## config.mk

```make
export PLATFORM = sky130hd
export DESIGN_NAME = demux_1to4_buf
export DESIGN_NICKNAME = d
export VERILOG_FILES = /design/src/rtl/demux_1to4_buf.sv
export SDC_FILE = /design/constraint.sdc
export NUM_CORES = 1
export LEC_CHECK = 0
export ABC_AREA = 1
export CORE_AREA = 3 3 76 78
export DETAILED_ROUTE_END_ITERATION = 8
export DIE_AREA = 0 0 79 81
export GPL_ROUTABILITY_DRIVEN = 1
export PLACE_DENSITY = 0.72
export SYNTH_ARGS = -nofsm -noshare
export SYNTH_HDL_FRONTEND = slang
export SYNTH_SLANG_ARGS = --single-unit
export TNS_END_PERCENT = 20
```

## constraint.sdc

```tcl
create_clock -name clk -period 4.78 [get_ports clk]
set_input_delay 1.434 -clock clk [delete_from_list [all_inputs] [get_ports clk]]
set_output_delay 1.434 -clock clk [all_outputs]
set_load 0.01 [all_outputs]
```

## src/rtl/demux_1to4_buf.sv

```systemverilog
// Registered 1-to-4 demultiplexer with valid/ready handshaking, one-entry output buffer and
// delivery counter per channel; routing by explicit select or by a round-robin pointer.
module demux_1to4_buf #(
    parameter int unsigned WIDTH = 1,
    parameter int unsigned CNT_W = 8
) (
    input  logic             clk,
    input  logic             rst_n,
    input  logic [WIDTH-1:0] d,
    input  logic             in_valid,
    output logic             in_ready,
    input  logic             sel0,
    input  logic             sel1,
    input  logic             rr_mode,
    output logic [WIDTH-1:0] y0,
    output logic [WIDTH-1:0] y1,
    output logic [WIDTH-1:0] y2,
    output logic [WIDTH-1:0] y3,
    output logic [3:0]       out_valid,
    input  logic [3:0]       out_ready,
    output logic [CNT_W-1:0] cnt0,
    output logic [CNT_W-1:0] cnt1,
    output logic [CNT_W-1:0] cnt2,
    output logic [CNT_W-1:0] cnt3,
    output logic [1:0]       rr_ptr
);

    logic [WIDTH-1:0] y_q   [4];
    logic [CNT_W-1:0] cnt_q [4];
    logic [3:0]       valid_q;
    logic [1:0]       ptr_q;
    logic [1:0]       tgt;
    logic             accept;

    always_comb begin
        tgt      = rr_mode ? ptr_q : {sel1, sel0};
        // A full buffer can take a new item in the same cycle its old one is consumed.
        in_ready = !valid_q[tgt] || out_ready[tgt];
        accept   = in_valid && in_ready;
    end

    for (genvar i = 0; i < 4; i++) begin : g_chan
        logic hit;
        assign hit = accept && (tgt == 2'(i));

        always_ff @(posedge clk or negedge rst_n) begin
            if (!rst_n) begin
                y_q[i]     <= '0;
                cnt_q[i]   <= '0;
                valid_q[i] <= 1'b0;
            end else if (hit) begin
                y_q[i]     <= d;
                cnt_q[i]   <= cnt_q[i] + 1'b1;
                valid_q[i] <= 1'b1;
            end else if (valid_q[i] && out_ready[i]) begin
                valid_q[i] <= 1'b0;
            end
        end
    end

    // Pointer moves only on round-robin accepts, so toggling rr_mode resumes where it stopped.
    always_ff @(posedge clk or negedge rst_n) begin
        if (!rst_n) begin
            ptr_q <= 2'd0;
        end else if (accept && rr_mode) begin
            ptr_q <= ptr_q + 2'd1;
        end
    end

    assign y0        = y_q[0];
    assign y1        = y_q[1];
    assign y2        = y_q[2];
    assign y3        = y_q[3];
    assign cnt0      = cnt_q[0];
    assign cnt1      = cnt_q[1];
    assign cnt2      = cnt_q[2];
    assign cnt3      = cnt_q[3];
    assign out_valid = valid_q;
    assign rr_ptr    = ptr_q;

endmodule
```

Yosys cells after proc, flatten, opt, wreduce, memory -nomap -nowiden
Cells that the tools add are included.

Latch bits: 0. Input bits: 11. Bits in registers: 42. Output and inout port bits: 43. Word-level logic and storage cells: 52. Memory bits (writable): 0. Memories kept: 0. Memory bits (read-only): 0.

Bitwise operators: 0. Div/mod/pow operators: 0. $mul: 0. Add/sub/neg operators: 5. Eq/ne operators: 3. Magnitude comparators: 1. Mux-type cells: 13. Reductions and logical operators: 17. Shifts and indexed selects: 0.

Operator list (count): $add 8x1->8 const B (4); $logic_and 1x1->1 (10); $mux 1 (10); $reduce_bool 2->1 (4); $bmux 1 s2 (2); $eq 2x2->1 const B (2); $lt 2x3->1 const B (1); $add 2x1->2 const B (1); $eq 2x1->1 const B (1); $logic_not 2->1 (1); $mux 2 (1); $logic_not 1->1 (1); $logic_or 1x1->1 (1).

Depth between registers and ports, before layout
Depth in word-level cells: 8. Depth in mapped cells: 13.

Worst setup path after synthesis
Ideal clock, no wire load.

Path type: input to output. Start point: in rr_mode. End point: out in_ready. Cell stages on the path: 7. Slack: 1118 ps. Data required time: 3346 ps. Arrival time: 2228 ps. Cells stage by stage: nand2_1 > nand2_4 > o21ai_0 > nand2_1 > nand2_1 > nand2_4 > buf_4.

Cells in the longest elaborated chain, start to end: 5.

Ends and longest elaborated chain: start: declaration (RTL line 14) `input logic rr_mode,`; $mux 2 * (RTL line 36) `tgt = rr_mode ? ptr_q : {sel1, sel0};`; $bmux 1 s2 (RTL line 38) `in_ready = !valid_q[tgt] || out_ready[tgt];`; $mux 1 (implied by the code) (RTL line 38); $logic_not 1->1 (RTL line 38); $logic_or 1x1->1 * (RTL line 38); end: declaration (RTL line 11) `output logic in_ready,`.

Every way passes the cells marked *; elsewhere a longest branch is shown, timed or not. The select of a mux whose other input is x is not followed.

Final worst setup path
Start point: in sel1. End point: out in_ready.

Cells in the longest elaborated chain, start to end: 5.

Ends and longest elaborated chain: start: declaration (RTL line 13) `input logic sel1,`; $mux 2 * (RTL line 36); $bmux 1 s2 (RTL line 38); $mux 1 (implied by the code) (RTL line 38); $logic_not 1->1 (RTL line 38); $logic_or 1x1->1 * (RTL line 38).

Marks and branches as above.

==> run metrics <==
status=finished clean; Skew-Pair Late Insertion Delay=0.30 ns; placed wire-length estimate=3820 µm; commonest cells in the netlist=nand2_1, dfrtp_1, nand4_1, inv_1; Warnings, synthesis=0; die area=0.00640 mm²; max incr delay on CP=0.53 ns; setup TNS=0 ns; ant diodes=0; first-pass GRT wire length=9630 µm; fin area=0.00301 mm²; CP Capture Type=output pin; ys async rst share=100%; final cycle utilization of the critical path=93.7%; Synth Instances=288; xor and xnor area share after synthesis=8.26%; Clock transition at path regs=0.08 ns; Fmax=0.223 GHz; GRT Overall Usage=19.1%; # Post-CTS Setup Buffers=0; final core occ=58.5%; Synth Cell Area=0.00233 mm²; M1 GR Usage=23.9%; VDD IR-drop max=0.000274 V; Placed Cells=405; Sink Count=42; Routed wire per std cell=13.4 µm; Synth Area in Adders=2.15%; sequential area share after synthesis=45.1%; die width=79 µm; most crowded layer after global routing=met2; Setup-failing EPs final=0; GR Util met3=4.99%; CP delay by family, top=buffers and inverters; clock skew=0.0111 ns; core footprint=0.00514 mm²; Max transition margin=38.3%; effective utilization at floorplan=45.4%; share of the synthesized area in the top cell type=45.1%; CTS Buf Count=5; Synth Area in Compound Gates=1.45%; Die Ht=81 µm; Tmin final=4.48 ns; simple-gate share of the synthesized area=36.7%; clock root cell=clkbuf_8; drt first pass iters=4; count of cell types in the netlist=23; CP cell instances=clkdlybuf4s50_1, inv_1, o21ai_2, inv_1, nand2_1, nand2_1, nand2_4, clkdlybuf4s50_1; Post-Syn Area per Cell=8.10 µm²; largest net degree at the start of global routing=44; CP Launch Type=input pin; P_leak=1.49 nW; largest family of logic cells by synthesized area=simple AND/OR/NAND/NOR gates; port buffer count=53; # H-tree levels=2; number of flops mapped to enable cells by yosys=0; Ports=54; fill cell count=509; Placed Area=0.00291 mm²; vias in the first global route=2,046; Final Instance Count excl. Fillers=413; CP Data Arrival Time=3.05 ns; DRT iter0 DRCs=124; Crit Path Class=input pin to output pin; Residual DRC=0; flops & latches, synth=42; WP buf/inv=4; r2r worst-path depth=12; Routed WL=5510 µm; hold violation total from the final report=0; Hold Path Cell Cnt=2; WP depth=8; HP Class=flip-flop to flip-flop; gpl congestion=0.824; mux cell area share after synthesis=0%; slew of the pin with the lowest slew margin=0.925 ns; GRT overflow=0; initial antenna violation count=0; number of nets in the layout=357; post-route ant nets=0; Max FO, Critical Path=5; PD cells=447 mW/mm²; area delta synth->final=29.0%; Slew Limit Fails=0; Req. time, crit path=3.35 ns; CTS tree=yes; count leader, synth=nand2_1; Clock Path Buffers=2; Syn Nets=303; Via density=5.13; dominant cell type by area after synthesis=dfrtp_1; row count=26; synth top area cells=dfrtp_1, nand2_1, nand4_1; via count=2,120; Most used DFF post-synth=dfrtp_1; slowest stage cell on the critical path=clkdlybuf4s50_1; Maximum Capacitance Violations=0; unrepaired setup endpoints after global routing=false; grt met2 use=32.2%; share of cells above drive strength 1=6.41%
## final cells by class
type / instances / area (µm²) / area share, %
inverters: 24 / 90.1 / 3.00
multi-input cells: 213 / 1130 / 37.7
repair buffers: 56 / 551 / 18.3
flip-flops and latches: 42 / 1050 / 34.9
clock inverters: 2 / 12.5 / 0.416
well taps: 70 / 87.6 / 2.91
clock buffers: 6 / 82.6 / 2.75
## cells by family after synthesis
kind of cell,after synthesis
DFF,42
and+or+nand+nor,181
AOI/OAI and AO/OA,6
xor gates and xnor gates,22
buffers and inverters,33
adders and majority gates,4
## where the power goes
group	leakage [nW]	internal, W	switching [W]
Combinational	0.887	0.000267	0.000278
Clock	0.0472	0.000116	0.000129
Sequential	0.557	0.000446	0.000109
Total	1.49	0.000829	0.000516
## state kept, by name, summed over array words and instances (netlist names)
name and flops:
cnt0 8, cnt1 8, cnt2 8, cnt3 8, out_valid 4, rr_ptr 2
y0 1, y1 1, y2 1, y3 1
## tightest hold or removal path, cell delays in order (launching register included)
cell and delay (ns):
dfrtp_1 0.35, nand2_1 0.05, nand2_1 0.05
## path summary, 6_finish.rpt
kind | to | startpoint | slack [ns]
max in group asynchronous | cnt3[7]$_DFFE_PN0P_ | rst_n | 2.93
min reg2reg | y0$_DFFE_PN0P_ | y0$_DFFE_PN0P_ | 0.48
min in group asynchronous | cnt0[1]$_DFFE_PN0P_ | rst_n | 1.26
max | in_ready | sel1 | 0.30
min | y0$_DFFE_PN0P_ | y0$_DFFE_PN0P_ | 0.48
max reg2reg | cnt3[1]$_DFFE_PN0P_ | rr_ptr[0]$_DFFE_PN0P_ | 2.67
## timing repair
action	in CTS	in global routing
hold buffers	0	0
gates resized for setup	0	1
endpoints found under the setup margin	0	1
## layer usage
| layer | wire length, µm | part of all wire, % |
|---|---|---|
| met4 | 64 | 1.2 |
| met5 | 0 | 0 |
| met3 | 219 | 4.0 |
| met2 | 2770 | 50 |
| met1 | 2460 | 45 |
## through the flow
step,hold WS [ns],setup WS (ns),total power [W]
2_1_floorplan,0.509,1.12,0.000843
3_3_place_gp,0.457,0.159,0.00109
3_5_place_dp,0.463,0.0834,0.00111
4_1_cts,0.484,0.0871,0.00136
5_1_grt,0.515,0.191,0.00146
6_report,0.478,0.301,0.00134
## placed cells by master (no fill, tap or decap), types with 3 or more instances in the layout
cell type        instances
nand2_1                106
clkdlybuf4s50_1         51
dfrtp_1                 42
nand4_1                 40
inv_1                   22
nand3_1                 17
xor2_1                  17
clkbuf_8                 6
o21ai_0                  5
xnor2_1                  5
nand3_2                  4
nor3_1                   4
nor2_1                   4
ha_1                     4
buf_4                    3
Power figures use the tool's default switching activity.
